==> src/rtl/otter_intr_ctrl.sv <==
// OTTER interrupt controller: synchronizes IRQ lines, latches pending events, and raises a
// single prioritized request to the CPU FSM, then tracks the in-service source until mret.
module otter_intr_ctrl #(
    parameter int unsigned N_SRC = 4
) (
    input  logic             clk,
    input  logic             RST_N,
    input  logic [N_SRC-1:0] IRQ_IN,
    input  logic             MIE,
    input  logic             INT_TAKEN,
    input  logic             mret_exec,
    input  logic             CFG_WE,
    input  logic [1:0]       CFG_ADDR,
    input  logic [31:0]      CFG_WD,
    output logic [31:0]      CFG_RD,
    output logic             INTR,
    output logic [2:0]       INT_ID,
    output logic             ACTIVE
);

    localparam int unsigned ID_W = 3;

    typedef enum logic [1:0] {
        IDLE    = 2'd0,
        REQ     = 2'd1,
        SERVICE = 2'd2
    } state_t;

    state_t           state;
    logic [N_SRC-1:0] s1, s2, s2_d;
    logic [N_SRC-1:0] enable, mode, pending;
    logic [N_SRC-1:0] elig, id_oh, w1c, edge_clr, pend_nxt;
    logic [ID_W-1:0]  sel_id;
    logic             cur_elig;
    logic             taken_req;
    logic             unused_wd;

    assign unused_wd = ^CFG_WD[31:N_SRC];

    assign elig      = pending & enable;
    assign taken_req = (state == REQ) && INT_TAKEN;
    assign w1c       = (CFG_WE && (CFG_ADDR == 2'd2)) ? CFG_WD[N_SRC-1:0] : '0;
    assign edge_clr  = w1c | (taken_req ? id_oh : '0);
    assign cur_elig  = |(elig & id_oh);

    // Level sources mirror the synchronized line; edge sources latch until cleared, set wins.
    assign pend_nxt = (mode & s2) | (~mode & ((s2 & ~s2_d) | (pending & ~edge_clr)));

    // Lowest eligible index wins; one-hot of the held ID for pending clear and withdraw.
    always_comb begin
        sel_id = '0;
        id_oh  = '0;
        for (int i = int'(N_SRC) - 1; i >= 0; i--) begin
            if (elig[i]) sel_id = ID_W'(i);
        end
        for (int i = 0; i < int'(N_SRC); i++) begin
            id_oh[i] = (INT_ID == ID_W'(i));
        end
    end

    always_ff @(posedge clk or negedge RST_N) begin
        if (!RST_N) begin
            s1      <= '0;
            s2      <= '0;
            s2_d    <= '0;
            pending <= '0;
            enable  <= '0;
            mode    <= '0;
        end else begin
            s1      <= IRQ_IN;
            s2      <= s1;
            s2_d    <= s2;
            pending <= pend_nxt;
            if (CFG_WE && (CFG_ADDR == 2'd0)) enable <= CFG_WD[N_SRC-1:0];
            if (CFG_WE && (CFG_ADDR == 2'd1)) mode   <= CFG_WD[N_SRC-1:0];
        end
    end

    // Request/service FSM; INT_TAKEN outranks a withdraw while requesting.
    always_ff @(posedge clk or negedge RST_N) begin
        if (!RST_N) begin
            state  <= IDLE;
            INTR   <= 1'b0;
            ACTIVE <= 1'b0;
            INT_ID <= '0;
        end else begin
            case (state)
                IDLE: begin
                    if (MIE && (|elig)) begin
                        state  <= REQ;
                        INT_ID <= sel_id;
                        INTR   <= 1'b1;
                    end
                end
                REQ: begin
                    if (INT_TAKEN) begin
                        state  <= SERVICE;
                        INTR   <= 1'b0;
                        ACTIVE <= 1'b1;
                    end else if (!MIE || !cur_elig) begin
                        state <= IDLE;
                        INTR  <= 1'b0;
                    end
                end
                SERVICE: begin
                    if (mret_exec) begin
                        state  <= IDLE;
                        ACTIVE <= 1'b0;
                    end
                end
                default: begin
                    state  <= IDLE;
                    INTR   <= 1'b0;
                    ACTIVE <= 1'b0;
                end
            endcase
        end
    end

    always_comb begin
        CFG_RD = '0;
        case (CFG_ADDR)
            2'd0:    CFG_RD = 32'(enable);
            2'd1:    CFG_RD = 32'(mode);
            2'd2:    CFG_RD = 32'(pending);
            default: CFG_RD = {15'd0, INTR, 5'd0, INT_ID, 6'd0, 2'(state)};
        endcase
    end

endmodule

==> config.mk <==
export PLATFORM = sky130hd
export DESIGN_NAME = otter_intr_ctrl
export DESIGN_NICKNAME = d
export VERILOG_FILES = /design/src/rtl/otter_intr_ctrl.sv
export SDC_FILE = /design/constraint.sdc
export NUM_CORES = 1
export LEC_CHECK = 0
export BUFFER_PORTS_ARGS = -buffer_cell sky130_fd_sc_hd__buf_4
export CAP_MARGIN = 20
export CORE_MARGIN = 4
export CORE_UTILIZATION = 46
export CTS_BUF_LIST = sky130_fd_sc_hd__clkbuf_4
export DETAILED_ROUTE_END_ITERATION = 8
export PLACE_DENSITY = 0.82
export SLEW_MARGIN = 20
export SYNTH_ARGS = -nofsm -noshare
export SYNTH_HDL_FRONTEND = slang
export SYNTH_SLANG_ARGS = --single-unit
==> constraint.sdc <==
create_clock -name clk -period 1.5 [get_ports clk]
set_input_delay 0.225 -clock clk [delete_from_list [all_inputs] [get_ports clk]]
set_output_delay 0.225 -clock clk [all_outputs]
set_load 0.005 [all_outputs]
==> results of run 1 <==
## layout make-up
cell class                 count  area (sq um)
fill                         269          1280
sequential                    30           752
multi-input combinational     94           617
timing repair buffer          39           313
tap                           44          55.1
clock buffer                   5          37.5
inverter                       4          15.0
clock inverter                 2          10.0
## worst max-delay path by stage
stage | from | endpoint | slack (ns) | cells past startpoint
2_1_floorplan | INT_ID[1] | INTR | 0.11 | 3
3_3_place_gp | state[1] | INT_ID[0] | 0.11 | 4
3_5_place_dp | state[1] | INT_ID[0] | 0.09 | 4
4_1_cts | state[0] | CFG_RD[0] | -0.12 | 2
5_1_grt | state[0] | CFG_RD[0] | -0.15 | 2
6_report | state[0] | CFG_RD[0] | -0.12 | 2
## cells by family after synthesis
group / after synthesis / share of synthesized area [%]
AND/OR/NAND/NOR: 35 / 12.0
AO/OA/AOI/OAI: 19 / 9.50
flip-flops: 30 / 50.5
other: 1 / 0.252
multiplexers: 14 / 12.7
buffers and inverters: 33 / 15.1
## critical path: cells and delay by family, from the launching register on
family | cells | cell delay (ns)
flops | 1 | 0.43
mux | 1 | 0.49
buf+inv | 1 | 0.13
## flip-flops by register name (all words and copies together) (netlist names)
signal,cells
ACTIVE,1
INTR,1
INT_ID,2
enable,4
mode,4
pending,4
s1,4
s2,4
s2_d,4
state,2
## cells in the final DEF, fill, tap and decap left out, types with 2 or more instances in the layout
cell type,instances
buf_6,2
mux4_2,3
mux2_2,9
o21ai_0,4
and3_1,3
nor2_1,3
conb_1,26
a21o_1,3
clkinv_2,2
mux2i_1,2
buf_4,32
nand2_1,15
dfrtp_1,29
nand3b_1,3
nor3_1,2
dlygate4sd3_1,5
a21boi_0,3
nand3_1,2
inv_1,4
a21oi_1,3
clkbuf_4,5
nand2b_1,2
## timing repair
item / CTS / global route
endpoints found under the hold margin: 34 / 0
buffers inserted: 4 / 2
setup endpoints to repair: 2 / 5
resized for setup: 3 / 2
hold buffers: 5 / 0
pin swaps: 0 / 3
## power groups by stage
stage          combinational (mW)  clock [mW]  sequential, mW
3_3_place_gp                0.637           0            1.12
6_report                    0.803       0.430            1.08
4_1_cts                     0.750       0.447            1.09
2_1_floorplan               0.428           0            1.09
5_1_grt                     0.884       0.484            1.11
3_5_place_dp                0.654           0            1.13
## Yosys cell counts, drive strengths merged, types with 2 or more instances
cell and number:
a41o 2, nand3b 3, nor2 4, a21boi 3, a21o 3, nor3 2, nand3 2, nand2 15
and3 3, mux2 9, inv 4, dfrtp 30, a21oi 3, mux4 3, buf 28, o21ai 4
nand2b 3, mux2i 2
## per-layer routing
metal | global-route usage (%) | share of wire, % | up-vias
li1 | - | - | 484
met1 | 17.6 | 43 | 506
met2 | 21.8 | 45 | 48
met3 | 5.89 | 9.5 | 8
met4 | 6.33 | 2.3 | 0
met5 | 0 | 0 | -
==> out/metrics.csv, run 1 <==
metric,value,unit
I/O pin cnt,81,
final core utilization,58.5,%
core area,3080,sq um
Fmax achieved,619,MHz
max cap viols,0,
GRT Total Usage,14.3,%
placed inst area,1640,sq um
Final Power,2.32,mW
GRT Residual Overflow,0,
Crit. End Element,primary output,
CTS H-Tree Depth,2,
Comb pwr share,34.7,%
die area,4210,sq um
critical path peak fanout,2,
Worst Hold Depth,4,
Via Count,1046,
WHS,0.131,ns
slowest CP cell,mux4_2,
Num CTS Buffers,5,
"Arr. time, crit path",1.39,ns
Hold Path Class,in2reg,
number of diodes,0,
Ys Warns,0,
Rows,20,
Synth area leader,dfrtp_1,
I/O Buffers,26,
internal power,1.59,mW
Max IR drop VDD,646,uV
crit-path cells,"mux4_2, buf_6",
TritonRoute pass-1 iters,4,
Mapped Area,1490,sq um
Post-synth ARST share,100,%
layout cells sized above 1,34.5,%
hpwl dp,2060,um
status,finished with violations,
Root Buffer,clkbuf_4,
"Reg clk slew, reported paths",0.10,ns
Residual DRC,0,
Worst R2R Start,pending[1],
fin. max-slew vios,0,
"EDFF count, synth",0,
failing checks,negative setup slack,
Worst R2R End,INTR,
CP max stage delay,0.49,ns
sequential share of the synthesized area,50.5,%
CP required,1.27,ns
synthesized flop and latch total,30,
vias in the first global route,991,
top cell type's share of synthesized area,50.5,%
initial drt markers,34,
Setup crit start kind,flop,
Setup WS post-layout,-0.116,ns
WL final,2820,um
"top cells by area, synth","dfrtp_1 50%, buf_4 13%, mux2_2 6.8%",
initial antenna violation count,0,
post-route clock period utilization,108,%
Final ANT Viol Nets,0,
Post-Place Worst Slack,0.0888,ns
Power per Cell Area,1290,nW/um^2
Longest Clk Path Bufs,2,
worst skew pair latency,0.33,ns
first-pass GRT wire length,4450,um
area growth from synthesis to layout,20.9,%
Avg Inst Size Synth,11.3,sq um
Final Skew,0.0156,ns
Sw Ratio,31.2,%
clock power share,18.6,%
Initial Util,48.3,%
CTS tree,yes,
pin count of the biggest net entering global routing,31,
Cells after DPL,200,
Worst Setup Path Type,reg2out,
NetSw,724,uW
fin nets,218,
min Tclk post-route,1.62,ns
sum of negative setup slack,-0.189,ns
register share of total power,46.8,%
reg2reg setup slack,0.07,ns
Final setup violation count,2,
Die Y,64.9,um
RSZ-0062 raised after global routing,yes,
Worst Reg-to-Reg Cells,5,
CTS sink cnt,30,
Hold Path Sink,state[1],
final hold vios,0,
synthesized instance count,132,
Final Instance Area,1800,sq um
Avg Vias per Cell,4.80,
Pleak,0.895,nW
Unique masters post-synth,29,
Post-Layout Cell Count,218,
Die Wd,64.9,um
HP Start,mret_exec,
GPL Wtd Cong,0.791,
top_reg_cell synth,dfrtp_1,
routed length per instance,12.9,um
No activity file was read; power rests on OpenSTA's default activity.
==> run 2: changes to the inputs <==
--- a/config.mk
+++ b/config.mk
@@ -8,10 +8,10 @@
 export BUFFER_PORTS_ARGS = -buffer_cell sky130_fd_sc_hd__buf_4
 export CAP_MARGIN = 20
 export CORE_MARGIN = 4
-export CORE_UTILIZATION = 46
+export CORE_UTILIZATION = 41
 export CTS_BUF_LIST = sky130_fd_sc_hd__clkbuf_4
 export DETAILED_ROUTE_END_ITERATION = 8
-export PLACE_DENSITY = 0.82
+export PLACE_DENSITY = 0.74
 export SLEW_MARGIN = 20
 export SYNTH_ARGS = -nofsm -noshare
 export SYNTH_HDL_FRONTEND = slang
==> run 2 against run 1 <==
Clock-buffer cell count up 1. Critical path depth unchanged. The run still ends with negative setup slack left. Critical path type unchanged. Clock power rose by 8.6%. Highest routed layer unchanged. Fmax down 0.13%. Sequential power is essentially flat. Wire length is 3.0% higher. Sequential cell count unchanged. First-iteration DRC count up 50%.
==> out/metrics.csv, run 2 (synthesized netlist as in run 1, its figures left out) <==
metric,value,unit,change
"commonest non-fill, non-tap cell in the layout",buf_4,,
first-pass GRT wire length,4690,um,+5.3%
I/O Buffers,26,,unchanged
Worst Reg-to-Reg Cells,5,,unchanged
worst skew pair latency,0.33,ns,about the same
die area,4660,sq um,+11%
WL final,2910,um,+3.0%
initial drt markers,51,,+50%
Power per Cell Area,1310,nW/um^2,+1.7%
Pleak,0.907,nW,+1.3%
Hold Path Class,in2reg,,
Final setup violation count,2,,unchanged
failing checks,negative setup slack,,
Max IR drop VDD,701,uV,+8.5%
Final Power,2.39,mW,+3.0%
RSZ-0062 raised after global routing,yes,,
Fmax achieved,618,MHz,-0.13%
max cap viols,0,,unchanged
TritonRoute pass-1 iters,4,,unchanged
placed inst area,1640,sq um,+0.15%
NetSw,756,uW,+4.5%
Setup crit start kind,flop,,
Worst R2R Start,state[1],,
Crit. End Element,primary output,,
Critical path origin,state[0],,
CTS sink cnt,30,,unchanged
Num CTS Buffers,5,,unchanged
layout cells sized above 1,35.0,%,+0.55 points
vias in the first global route,1010,,+1.9%
core area,3420,sq um,+11%
Sw Ratio,31.7,%,+0.44 points
status,finished with violations,,
CP required,1.27,ns,about the same
"Arr. time, crit path",1.39,ns,about the same
Longest Clk Path Bufs,2,,unchanged
reg2reg setup slack,0.01,ns,-0.06 ns
slowest CP cell,mux4_2,,
crit-path cells,"mux4_2, buf_6",,
register share of total power,45.6,%,-1.2 points
post-route clock period utilization,108,%,+0.14 points
fin nets,220,,+0.92%
Die Y,68.2,um,+5.2%
Rows,21,,+5.0%
Worst Setup Path Type,reg2out,,
"Reg clk slew, reported paths",0.10,ns,about the same
CP max stage delay,0.49,ns,about the same
Final ANT Viol Nets,0,,unchanged
CP endpoint,CFG_RD[0],,
hpwl dp,2060,um,about the same
number of diodes,0,,unchanged
Initial Util,43.6,%,-4.8 points
area growth from synthesis to layout,22.5,%,
Avg Vias per Cell,4.70,,-2.1%
Final Skew,0.0132,ns,-0.00236 ns
Worst R2R End,INT_ID[0],,
Comb pwr share,34.8,%,about the same
Root Buffer,clkbuf_4,,
pin count of the biggest net entering global routing,31,,unchanged
Setup WS post-layout,-0.118,ns,-0.00211 ns
Final Instance Area,1820,sq um,+1.3%
Die Wd,68.2,um,+5.2%
GPL Wtd Cong,0.791,,about the same
GRT Residual Overflow,0,,unchanged
internal power,1.63,mW,+2.3%
Via Count,1047,,+0.096%
min Tclk post-route,1.62,ns,+0.00211 ns
most frequent cells in the layout,"34 x buf_4, 29 x dfrtp_1, 26 x conb_1, 15 x nand2_1, 9 x mux2_2",,
critical path peak fanout,2,,unchanged
routed length per instance,13.0,um,+0.74%
fin. max-slew vios,0,,unchanged
Residual DRC,0,,unchanged
CTS tree,yes,,
I/O pin cnt,81,,unchanged
initial antenna violation count,0,,unchanged
clock power share,19.6,%,+1.0 points
final hold vios,0,,unchanged
CTS H-Tree Depth,2,,unchanged
GRT Total Usage,14.2,%,-0.13 points
[run 2: cell count changes in the layout (fill, tap and decap cells not counted), sizes merged]
| cell | previous run | this run |
|---|---|---|
| buf | 34 | 36 |
| clkbuf | 5 | 6 |
[run 2: repair_timing]
action,in CTS,in global routing
setup buffers,5,3
gates resized for setup,4,2
pin swaps,0,2
endpoints found under the hold margin,34,0
hold buffers,5,0
endpoints found under the setup margin,2,6
[run 2: worst min-delay path by stage]
stage / from / end / slack (ns) / depth (start not counted)
floorplan: RST_N / ACTIVE / -0.07 / 0
global route: CFG_WD[0] / mode[0] / 0.13 / 2
global placement: RST_N / s1[2] / 0.17 / 1
detailed placement: RST_N / s1[2] / 0.18 / 1
CTS: mret_exec / state[1] / 0.12 / 4
finish: mret_exec / state[1] / 0.14 / 4
[run 2: final cells by class]
cell class                 count  area (sq um)
fill                         312          1590
sequential                    30           752
multi-input combinational     94           617
timing repair buffer          41           328
tap                           46          57.6
clock buffer                   6          45.0
inverter                       4          15.0
clock inverter                 2          8.76
[run 2: metrics by stage]
stage	worst slack (ns)	hold slack (ns)	util (%)	setup TNS, ns	instances
after global routing	-0.142	0.128	53.4	-0.238	223
after global placement	0.105	0.170	48.0	0	202
after CTS	-0.121	0.124	52.5	-0.195	220
final	-0.118	0.136	53.4	-0.176	223
after detailed placement	0.0719	0.177	48.0	0	202
after floorplan	0.112	-0.0706	-	0	157
[run 2: power groups by stage]
stage	Clock, mW	Combinational (mW)	Sequential, mW
4_1_cts	0.490	0.774	1.09
3_3_place_gp	0	0.645	1.12
6_report	0.467	0.831	1.09
5_1_grt	0.527	0.920	1.11
3_5_place_dp	0	0.661	1.14
2_1_floorplan	0	0.428	1.09
[run 2: critical path, delay by kind of cell, from the launching register on]
| family | cells | cell delay, ns |
|---|---|---|
| buffers and inverters | 1 | 0.13 |
| muxes | 1 | 0.49 |
| DFF | 1 | 0.43 |
[run 2: layer usage]
layer	routed length, um	share of wire [%]	track usage (%)
met5	0	0	0
met4	46	1.6	5.96
met3	312	11	5.42
met2	1310	45	20.3
met1	1240	43	19.0
